File: src/rtl/display_scheduler.sv
// Round-robin arbiter that loads one of three four-digit sources into the
// seven-segment register and holds it for a minimum number of scan frames.
module display_scheduler #(
    parameter int DIV         = 50000,
    parameter int HOLD_FRAMES = 2
) (
    input  logic        clk,
    input  logic        rst,
    input  logic [2:0]  req,
    input  logic [15:0] data0,
    input  logic [15:0] data1,
    input  logic [15:0] data2,
    output logic [15:0] q,
    output logic        clk_div,
    output logic        frame,
    output logic [2:0]  ack,
    output logic [1:0]  owner
);

    localparam logic [0:0]  IDLE      = 1'b0;
    localparam logic [0:0]  SHOW      = 1'b1;
    localparam logic [15:0] PRESC_MAX = 16'(DIV - 1);
    localparam logic [3:0]  HOLD_MAX  = 4'(HOLD_FRAMES);

    logic [15:0] presc_q, presc_d;
    logic [1:0]  fcnt_q, fcnt_d;
    logic [3:0]  hold_q, hold_d;
    logic [0:0]  state_q, state_d;
    logic [15:0] q_q, q_d;
    logic [2:0]  ack_q, ack_d;
    logic [1:0]  owner_q, owner_d;
    logic        tick, frame_w, expire, load;
    logic [1:0]  winner;

    // Search starts just after the last owner; owner 3 (none yet) starts at 0.
    function automatic logic [1:0] pick_winner(input logic [2:0] r, input logic [1:0] own);
        logic [1:0] first;
        logic [1:0] idx;
        logic       found;
        first       = (own >= 2'd2) ? 2'd0 : own + 2'd1;
        pick_winner = 2'd0;
        found       = 1'b0;
        for (int k = 0; k < 3; k++) begin
            idx = 2'((int'(first) + k) % 3);
            if (!found && r[idx]) begin
                pick_winner = idx;
                found       = 1'b1;
            end
        end
    endfunction

    always_comb begin
        tick    = (presc_q == PRESC_MAX);
        frame_w = tick && (fcnt_q == 2'd3);
        presc_d = tick ? 16'd0 : presc_q + 16'd1;
        fcnt_d  = tick ? fcnt_q + 2'd1 : fcnt_q;
        winner  = pick_winner(req, owner_q);
        expire  = (state_q == SHOW) && frame_w && ((hold_q + 4'd1) == HOLD_MAX);
        load    = (req != 3'b000) && ((state_q == IDLE) || expire);

        state_d = state_q;
        hold_d  = hold_q;
        q_d     = q_q;
        owner_d = owner_q;
        ack_d   = 3'b000;

        if ((state_q == SHOW) && frame_w)
            hold_d = hold_q + 4'd1;
        if (expire && (req == 3'b000))
            state_d = IDLE;
        if (load) begin
            case (winner)
                2'd0:    q_d = data0;
                2'd1:    q_d = data1;
                default: q_d = data2;
            endcase
            ack_d   = 3'b001 << winner;
            owner_d = winner;
            hold_d  = 4'd0;
            state_d = SHOW;
        end
    end

    always_ff @(posedge clk or negedge rst) begin
        if (!rst) begin
            presc_q <= 16'd0;
            fcnt_q  <= 2'd0;
            hold_q  <= 4'd0;
            state_q <= IDLE;
            q_q     <= 16'h0000;
            ack_q   <= 3'b000;
            owner_q <= 2'd3;
        end else begin
            presc_q <= presc_d;
            fcnt_q  <= fcnt_d;
            hold_q  <= hold_d;
            state_q <= state_d;
            q_q     <= q_d;
            ack_q   <= ack_d;
            owner_q <= owner_d;
        end
    end

    assign q       = q_q;
    assign ack     = ack_q;
    assign owner   = owner_q;
    assign clk_div = tick;
    assign frame   = frame_w;

endmodule

File: config.mk
export PLATFORM = sky130hd
export DESIGN_NAME = display_scheduler
export DESIGN_NICKNAME = d
export VERILOG_FILES = /design/src/rtl/display_scheduler.sv
export SDC_FILE = /design/constraint.sdc
export NUM_CORES = 1
export LEC_CHECK = 0
export BUFFER_PORTS_ARGS = -buffer_cell sky130_fd_sc_hd__clkbuf_2
export CORE_MARGIN = 4
export CORE_UTILIZATION = 34
export CTS_CLUSTER_DIAMETER = 150
export CTS_CLUSTER_SIZE = 25
export DETAILED_ROUTE_END_ITERATION = 7
export SYNTH_ARGS = -nofsm -noshare
export SYNTH_HDL_FRONTEND = slang
export SYNTH_SLANG_ARGS = --single-unit
File: constraint.sdc
create_clock -name clk -period 3.9 [get_ports clk]
set_clock_uncertainty 0.05 [all_clocks]
set_input_delay 0.39 -clock clk [delete_from_list [all_inputs] [get_ports clk]]
set_output_delay 0.39 -clock clk [all_outputs]
set_load 0.005 [all_outputs]
# After elaboration in Yosys (flattened, before gate mapping)
# Index checks and enable logic that the tools add are counted.
[totals]
elab_cells = 60
output_inout_bits = 23
register_bits = 44
inputBits = 53
[classes]
bitwise_logic = 1
div = 3
muxes = 19
reduce_logical = 15
n_lt_le_gt_ge = 4
shift = 1
add_sub_neg = 6
n_eq_ne = 4
[op_table]
columns = ["cell", "count"]
rows = [
  ["$mod 32x3->32 const B", 2],
  ["$mod 3x3->32 const B", 1],
  ["$pmux 16 s2", 1],
  ["$add 16x1->16 const B", 1],
  ["$eq 16x16->1 const B", 1],
  ["$mux 16", 1],
  ["$lt 2x3->1 const B", 3],
  ["$mux 2", 4],
  ["$mux 4", 2],
  ["$logic_and 1x1->1", 7],
  ["$mux 1", 7],
  ["$bmux 1 s2", 3],
  ["$add 2x1->2 const B", 2],
  ["$add 4x1->4 const B", 1],
  ["$eq 4x2->1 const B", 1],
  ["$reduce_bool 2->1", 2],
  ["$add 2x1->3 const B", 1],
  ["$add 2x2->3 const B", 1],
  ["$logic_not 3->1", 1],
  ["$mux 3", 1],
  ["$reduce_bool 3->1", 1],
  ["$shl 1x2->3 const A", 1],
  ["$eq 2x1->1 const B", 1],
  ["$eq 2x2->1 const B", 1],
  ["5 further kinds", 6],
]

# Longest topological paths before layout
# Gate-level depths: netlist of the first run.
[depth]
word_depth = 14
mapped_depth = 8
depth_no_buf = 6

# Worst setup path after synthesis of the first run
# OpenSTA, ideal clock, no wires.
[synth_timing]
kind = "register -> output"
from = "register presc_q[11]"
to = "output port frame"
setup_slack_ps = 1596
stages_incl_launch_ff = 5
t_required_ps = 3460
arrival_time_ps = 1864
path_buffers = 1
path_cell_list = "dfrtp_1 -> or4b_2 -> nor4b_2 -> buf_2 -> and2_1"
[synth_via]
elab_chain_cells = 2
[synth_rtl]
columns = ["item", "line_no", "source"]
rows = [
  ["from (decl)", "25", "logic [15:0] presc_q, presc_d;"],
  ["from (signal assigned)", "94", "presc_q <= presc_d;"],
  ["$eq 16x16->1", "53", "tick = (presc_q == PRESC_MAX);"],
  ["via clk_div", "14", "output logic clk_div,"],
  ["$logic_and 1x1->1", "54", "frame_w = tick && (fcnt_q == 2'd3);"],
  ["to (decl)", "15", "output logic frame,"],
]
# The timed path passes the listed nets, and every way through them passes these cells.

# Worst setup path in the final report of the first run
[layout_timing]
from = "register presc_q[11]"
to = "output port frame"
[layout_via]
elab_chain_cells = 2
[layout_rtl]
columns = ["item", "line_no"]
rows = [
  ["$eq 16x16->1", "53"],
  ["$logic_and 1x1->1", "54"],
]
# Every way passes these cells.

==> results.cfg, run 1 <==
[routing]
drtIter0Drc = 115
via_per_inst = 5.03
antenna_left = 0
wire_per_inst_um = 14.3
wl_um = 5020
drc = 0
dr.pass1.iters = 5
vias = 1771

[clocking]
postCtsResizedCells = 0
clock_sinks = 44
post_cts_buffers = 0
cts_buffers = 5
insertion_delay_ns = 0.29
clk_transition_reported_paths_ns = 0.08
cts.htree.levels = 2
cts_hold_buf = 0
cts_tree = done
cts_root_buf = clkbuf_8
cts_max_path_buffers = 2

[power_and_ir_drop]
seqPwrFrac_pct = 51.7
ir_worst_vdd_v = 0.000123
intPower_w = 0.000695
pwr-share-comb_pct = 6.8
swShare_pct = 21.2
power-per-cell-area_mw_per_mm2 = 318
power.leakage_nw = 1.34
power_switching_w = 0.000187
clkPwrFrac_pct = 41.5

[synthesis]
synthDistinctLibCells = 40
ys_async_sr_fraction_pct = 100
ys_seq_area_share_pct = 49.4
ys.flop_type = dfrtp_1
yosys.area.top_type = dfrtp_1
syn_inst = 199
synth_fp_nets = 256
synth_edf_count = 0
ys_top_cells_by_area = dfrtp_1 47%, a222oi_1 7.2%, mux2i_1 7.2%, xor2_1 4.3%, inv_1 3.2%
ys_ff_latch = 44
synth_top_area_share_pct = 47.1
yosys-top-cells-count = 42 x dfrtp_1, 19 x inv_1, 16 x a222oi_1, 16 x mux2i_1, 15 x nor2_1
netlist_area_mm2 = 0.00223
synth.most_common_cell = dfrtp_1
syn_area_per_cell_um2 = 11.2
yosys_warnings = 0

[die]
die_w_um = 89.1
initial_utilization_pct = 35.2
ios = 76
fp.dieH_um = 89.1
dieArea_mm2 = 0.00793
fp.coreArea_mm2 = 0.00635
fp-row-count = 29

[cells_and_area]
layout.cells.non_filler = 352
fin_nets = 331
drive_above_1_share_pct = 35.3
insertedDiodeCount = 0
area_growth_pct = 24.3

[critical_path]
cp.required_ns = 3.46
critPathKind = reg2out
cp.arrival_ns = 2.54
crit_path_end_kind = output pin
worst_setup_path_start_kind = flop
crit_fanout = 8

[global_routing]
grt.overflow.total = 0
grt_pass1_wl_um = 7530
antenna_found_initial = 0
grt_max_degree = 45
grt_pass1_vias = 1578
grt_usage_pct = 12.3

[sta]
setup_violations = 0
fin_setup_tns_ns = 0
finalHoldViolations = 0
relSlewSlack_pct = 16.2
timing.final.ws_setup_ns = 0.921
fmaxAchievable_mhz = 336
worst_slew_pin_slew_ns = 1.25
drv_slew = 0
period_share_pct = 76.4
rsz0062_at_grt = no
post-route-min-period_ns = 2.98

[placed_design]
post-place-ws_ns = 1.07
port-buffer-count = 75
hpwl_um = 3610
dp_cells = 344
gp_congestion = 0.807

[job]
max_cap_viol_count = 0

[outcome]
outcome = complete, no violations

[worst_hold_path]
hp-class = in2async
## critical path: stages (launching register included)
cell and delay [ns]:
dfrtp_1 0.45, or4b_2 0.71, nor4b_2 0.58, buf_4 0.27, and2_1 0.13, clkbuf_2 0.10
## power groups by stage
stage / sequential [W] / combinational [W] / clock [W]
4_1_cts: 0.000456 / 0.0000613 / 0.000377
6_report: 0.000456 / 0.0000603 / 0.000366
5_1_grt: 0.000456 / 0.0000678 / 0.000398
2_1_floorplan: 0.000465 / 0.0000217 / 0
3_5_place_dp: 0.000465 / 0.0000612 / 0
3_3_place_gp: 0.000465 / 0.0000601 / 0
## sequential cells by signal, summed over array words and instances (netlist names)
name,count
ack,3
fcnt_q,2
hold_q,4
owner,2
presc_q,16
q,16
state_q,1
## cells in the final DEF (no fill, tap or decap), types with 2 or more instances in the layout
master | synthesis | final
buf_4 | 0 | 2
mux2i_1 | 16 | 16
ha_1 | 4 | 4
dfstp_2 | 2 | 2
nor2_1 | 15 | 15
a222oi_1 | 16 | 16
nand4_1 | 4 | 4
nand3b_1 | 2 | 2
inv_1 | 19 | 19
nor2b_1 | 4 | 4
clkbuf_8 | 0 | 6
and2_1 | 4 | 4
xnor2_1 | 6 | 6
clkbuf_2 | 0 | 75
nand2_1 | 9 | 9
or4bb_1 | 2 | 2
nand3_1 | 5 | 5
dfrtp_1 | 42 | 42
and3_1 | 4 | 4
mux2_2 | 4 | 4
nor3_1 | 5 | 5
xor2_1 | 11 | 11
## path summary, 6_finish.rpt
kind	depth (start not counted)	start	slack (ns)	endpoint
worst min-delay path	1	rst	0.23	presc_q[0]
max in group asynchronous	1	rst	2.91	presc_q[8]
worst min register to register	1	fcnt_q[0]	0.43	fcnt_q[0]
worst max register to register	6	presc_q[5]	1.10	q[7]
worst max-delay path	5	presc_q[11]	0.92	frame
min in group clk	3	req[2]	0.30	state_q
## kinds of logic after synthesis
kind of cell | share of synthesized area, %
muxes | 9.19
xor gates and xnor gates | 6.67
AOI/OAI and AO/OA | 10.5
adders and majority gates | 2.24
and+or+nand+nor | 15.9
DFF | 49.4
buffers and inverters | 6.16
## area by class of cell
cell class	instances	area (um^2)
Fill cell	603	3570
Sequential cell	44	1100
Multi-Input combinational cell	127	992
Timing Repair Buffer	77	390
Tap cell	77	96.3
Clock buffer	6	82.6
Inverter	19	71.3
Clock inverter	2	38.8
## metal layers
metal / track usage, % / vias to the layer above / share of wire, %
met1: 17.6 / 850 / 46
li1: - / 866 / -
met2: 17.9 / 51 / 48
met5: 0 / - / 0
met4: 4.87 / 0 / 1.3
met3: 3.32 / 4 / 5.3
## stage by stage
stage | utilization, % | hold slack, ns | area [um^2] | power, W
after floorplan | - | 0.0444 | 2230 | 0.000487
after global placement | 41.8 | 0.416 | 2650 | 0.000525
after detailed placement | 41.8 | 0.421 | 2650 | 0.000526
after CTS | 43.7 | 0.273 | 2780 | 0.000895
after global routing | 43.7 | 0.326 | 2780 | 0.000922
final | 43.7 | 0.226 | 2780 | 0.000882
(Power assumes the default switching activity.)
==> inputs of run 2 (changes only) <==
Settings changed: ABC_AREA from default to 1.
Clock period 3.9 ns to 2.4 ns, I/O delays scaled along.
==> results.cfg, run 2 <==
[die]
fp.coreArea_mm2 = 0.00729
die_w_um = 94.9
fp.dieH_um = 94.9
dieArea_mm2 = 0.00901
fp-row-count = 31
ios = 76
initial_utilization_pct = 35.2

[sta]
period_share_pct = 84.7
fmaxAchievable_mhz = 492
finalHoldViolations = 0
rsz0062_at_grt = no
relSlewSlack_pct = 56.6
fin_setup_tns_ns = 0
worst_slew_pin_slew_ns = 0.651
drv_slew = 0
setup_violations = 0
post-route-min-period_ns = 2.03

[clocking]
insertion_delay_ns = 0.30
cts_max_path_buffers = 2
post_cts_buffers = 0
clock_sinks = 44
clk_transition_reported_paths_ns = 0.09
cts.htree.levels = 2
cts_hold_buf = 1
cts_tree = done
cts_root_buf = clkbuf_8
postCtsResizedCells = 0
cts_buffers = 5

[critical_path]
cp.arrival_ns = 2.19
critPathKind = reg2reg
worst_setup_path_start_kind = flop
crit_chain = ha_1 -> nand2_2 -> nor2_4 -> nand3_2 -> nor2_8 -> nand3_2 -> a21oi_4 -> buf_12 -> nand3_1 -> nor2_1 -> nor2_1
crit_path_end_kind = flop
cp.required_ns = 2.56
slowest_delay_ns = 0.40
crit_fanout = 32
slowest_stage = dfrtp_1

[job]
max_cap_viol_count = 0

[synthesis]
ys.flop_type = dfrtp_1
yosys_warnings = 0
synth_edf_count = 0
yosys-top-cells-count = 97 x nand2_1, 79 x nor2_1, 42 x dfrtp_1, 41 x inv_1, 23 x nand3_1
synthDistinctLibCells = 29
netlist_area_mm2 = 0.00257
syn_area_per_cell_um2 = 7.31
synth.most_common_cell = nand2_1
ys_async_sr_fraction_pct = 100
yosys.area.top_type = dfrtp_1
ys_ff_latch = 44
ys_top_cells_by_area = dfrtp_1 41%, nand2_1 14%, nor2_1 12%, inv_1 6.0%, nand3_2 4.7%
synth_top_area_share_pct = 40.9
syn_inst = 351
ys_seq_area_share_pct = 43.0
synth_fp_nets = 408

[placed_design]
port-buffer-count = 75
dp_cells = 523
hpwl_um = 4820
gp_congestion = 0.917

[global_routing]
grt.overflow.total = 0
grt_pass1_vias = 2297
grt_pass1_wl_um = 10000
antenna_found_initial = 0
grt_max_degree = 33
grt_usage_pct = 14.1

[power_and_ir_drop]
ir_worst_vdd_v = 0.000215
power-per-cell-area_mw_per_mm2 = 454
power.leakage_nw = 1.73

[routing]
vias = 2383
wire_per_inst_um = 11.4
drc = 0
dr.pass1.iters = 4
wl_um = 6060
via_per_inst = 4.48
drtIter0Drc = 87
antenna_left = 0

[cells_and_area]
area_growth_pct = 23.4
layout_commonest_cell = nand2_1
final_cell_mix = 97 x nand2_1, 79 x nor2_1, 75 x clkbuf_2, 42 x dfrtp_1, 41 x inv_1
drive_above_1_share_pct = 26.3
insertedDiodeCount = 0
fin_nets = 489
layout.cells.non_filler = 532

[outcome]
outcome = complete, no violations

[worst_hold_path]
hp-class = in2reg
-- run 2: changes by cell type in the layout (fill, tap and decap cells not counted), sizes merged, moves of 5 or more --
cell	before	now
inv	19	44
a222oi	16	0
nand3	5	35
nand2	9	100
xor2	11	5
a21oi	1	6
nor2	15	85
mux2i	16	0
o21ai	2	10
-- run 2: area by class of cell --
cell class	count	area (um^2)
Tap cell	99	124
Multi-Input combinational cell	258	1260
Fill cell	792	4120
Clock buffer	5	68.8
Timing Repair Buffer	79	420
Inverter	44	165
Sequential cell	44	1100
Clock inverter	3	23.8
-- run 2: metrics by stage --
step	total power (W)	cell area [um^2]	utilization, %	setup WS, ns	hold WS, ns
after detailed placement	0.000981	3070	42.0	0.354	0.262
after CTS	0.00146	3170	43.4	0.341	0.0856
final	0.00144	3170	43.4	0.368	0.0980
after global placement	0.000979	3070	42.0	0.450	0.261
after floorplan	0.000878	2570	-	0.563	-0.106
after global routing	0.00152	3170	43.4	0.162	0.103
-- run 2: worst paths after layout --
kind | from | to | slack, ns | cells past startpoint
max | presc_q[0] | q[2] | 0.37 | 11
min | data0[0] | q[0] | 0.1 | 3
max reg2reg | presc_q[0] | q[2] | 0.37 | 11
min reg2reg | fcnt_q[0] | fcnt_q[0] | 0.43 | 1
max in group asynchronous | rst | owner[1] | 1.19 | 3
min in group asynchronous | rst | hold_q[3] | 0.45 | 2
-- run 2: critical path: cells and delay by family (launching register included) --
kind                     cells  cell delay (ns)
flip-flops                   1             0.40
AND/OR/NAND/NOR              8             0.90
AO/OA/AOI/OAI                1             0.16
adder cells (fa/ha/maj)      1             0.22
buffers and inverters        1             0.20
-- run 2: routing by layer --
metal | track usage, % | routed length, um
met1 | 18.3 | 2830
met2 | 22.9 | 2850
met3 | 3.43 | 320
met4 | 4.69 | 59
met5 | 0 | 0
-- run 2: cell families after synthesis --
group	synth area share [%]
and+or+nand+nor	40.7
buffers and inverters	7.85
DFF	43.0
AOI/OAI and AO/OA	4.14
xor gates and xnor gates	2.39
adders and majority gates	1.95
-- run 2: power breakdown --
group | internal [W] | switching [W] | leakage, nW | total [W]
logic | 0.0000800 | 0.000108 | 1.13 | 0.000188
clock network | 0.000206 | 0.000269 | 0.0404 | 0.000475
registers | 0.000761 | 0.0000134 | 0.556 | 0.000774
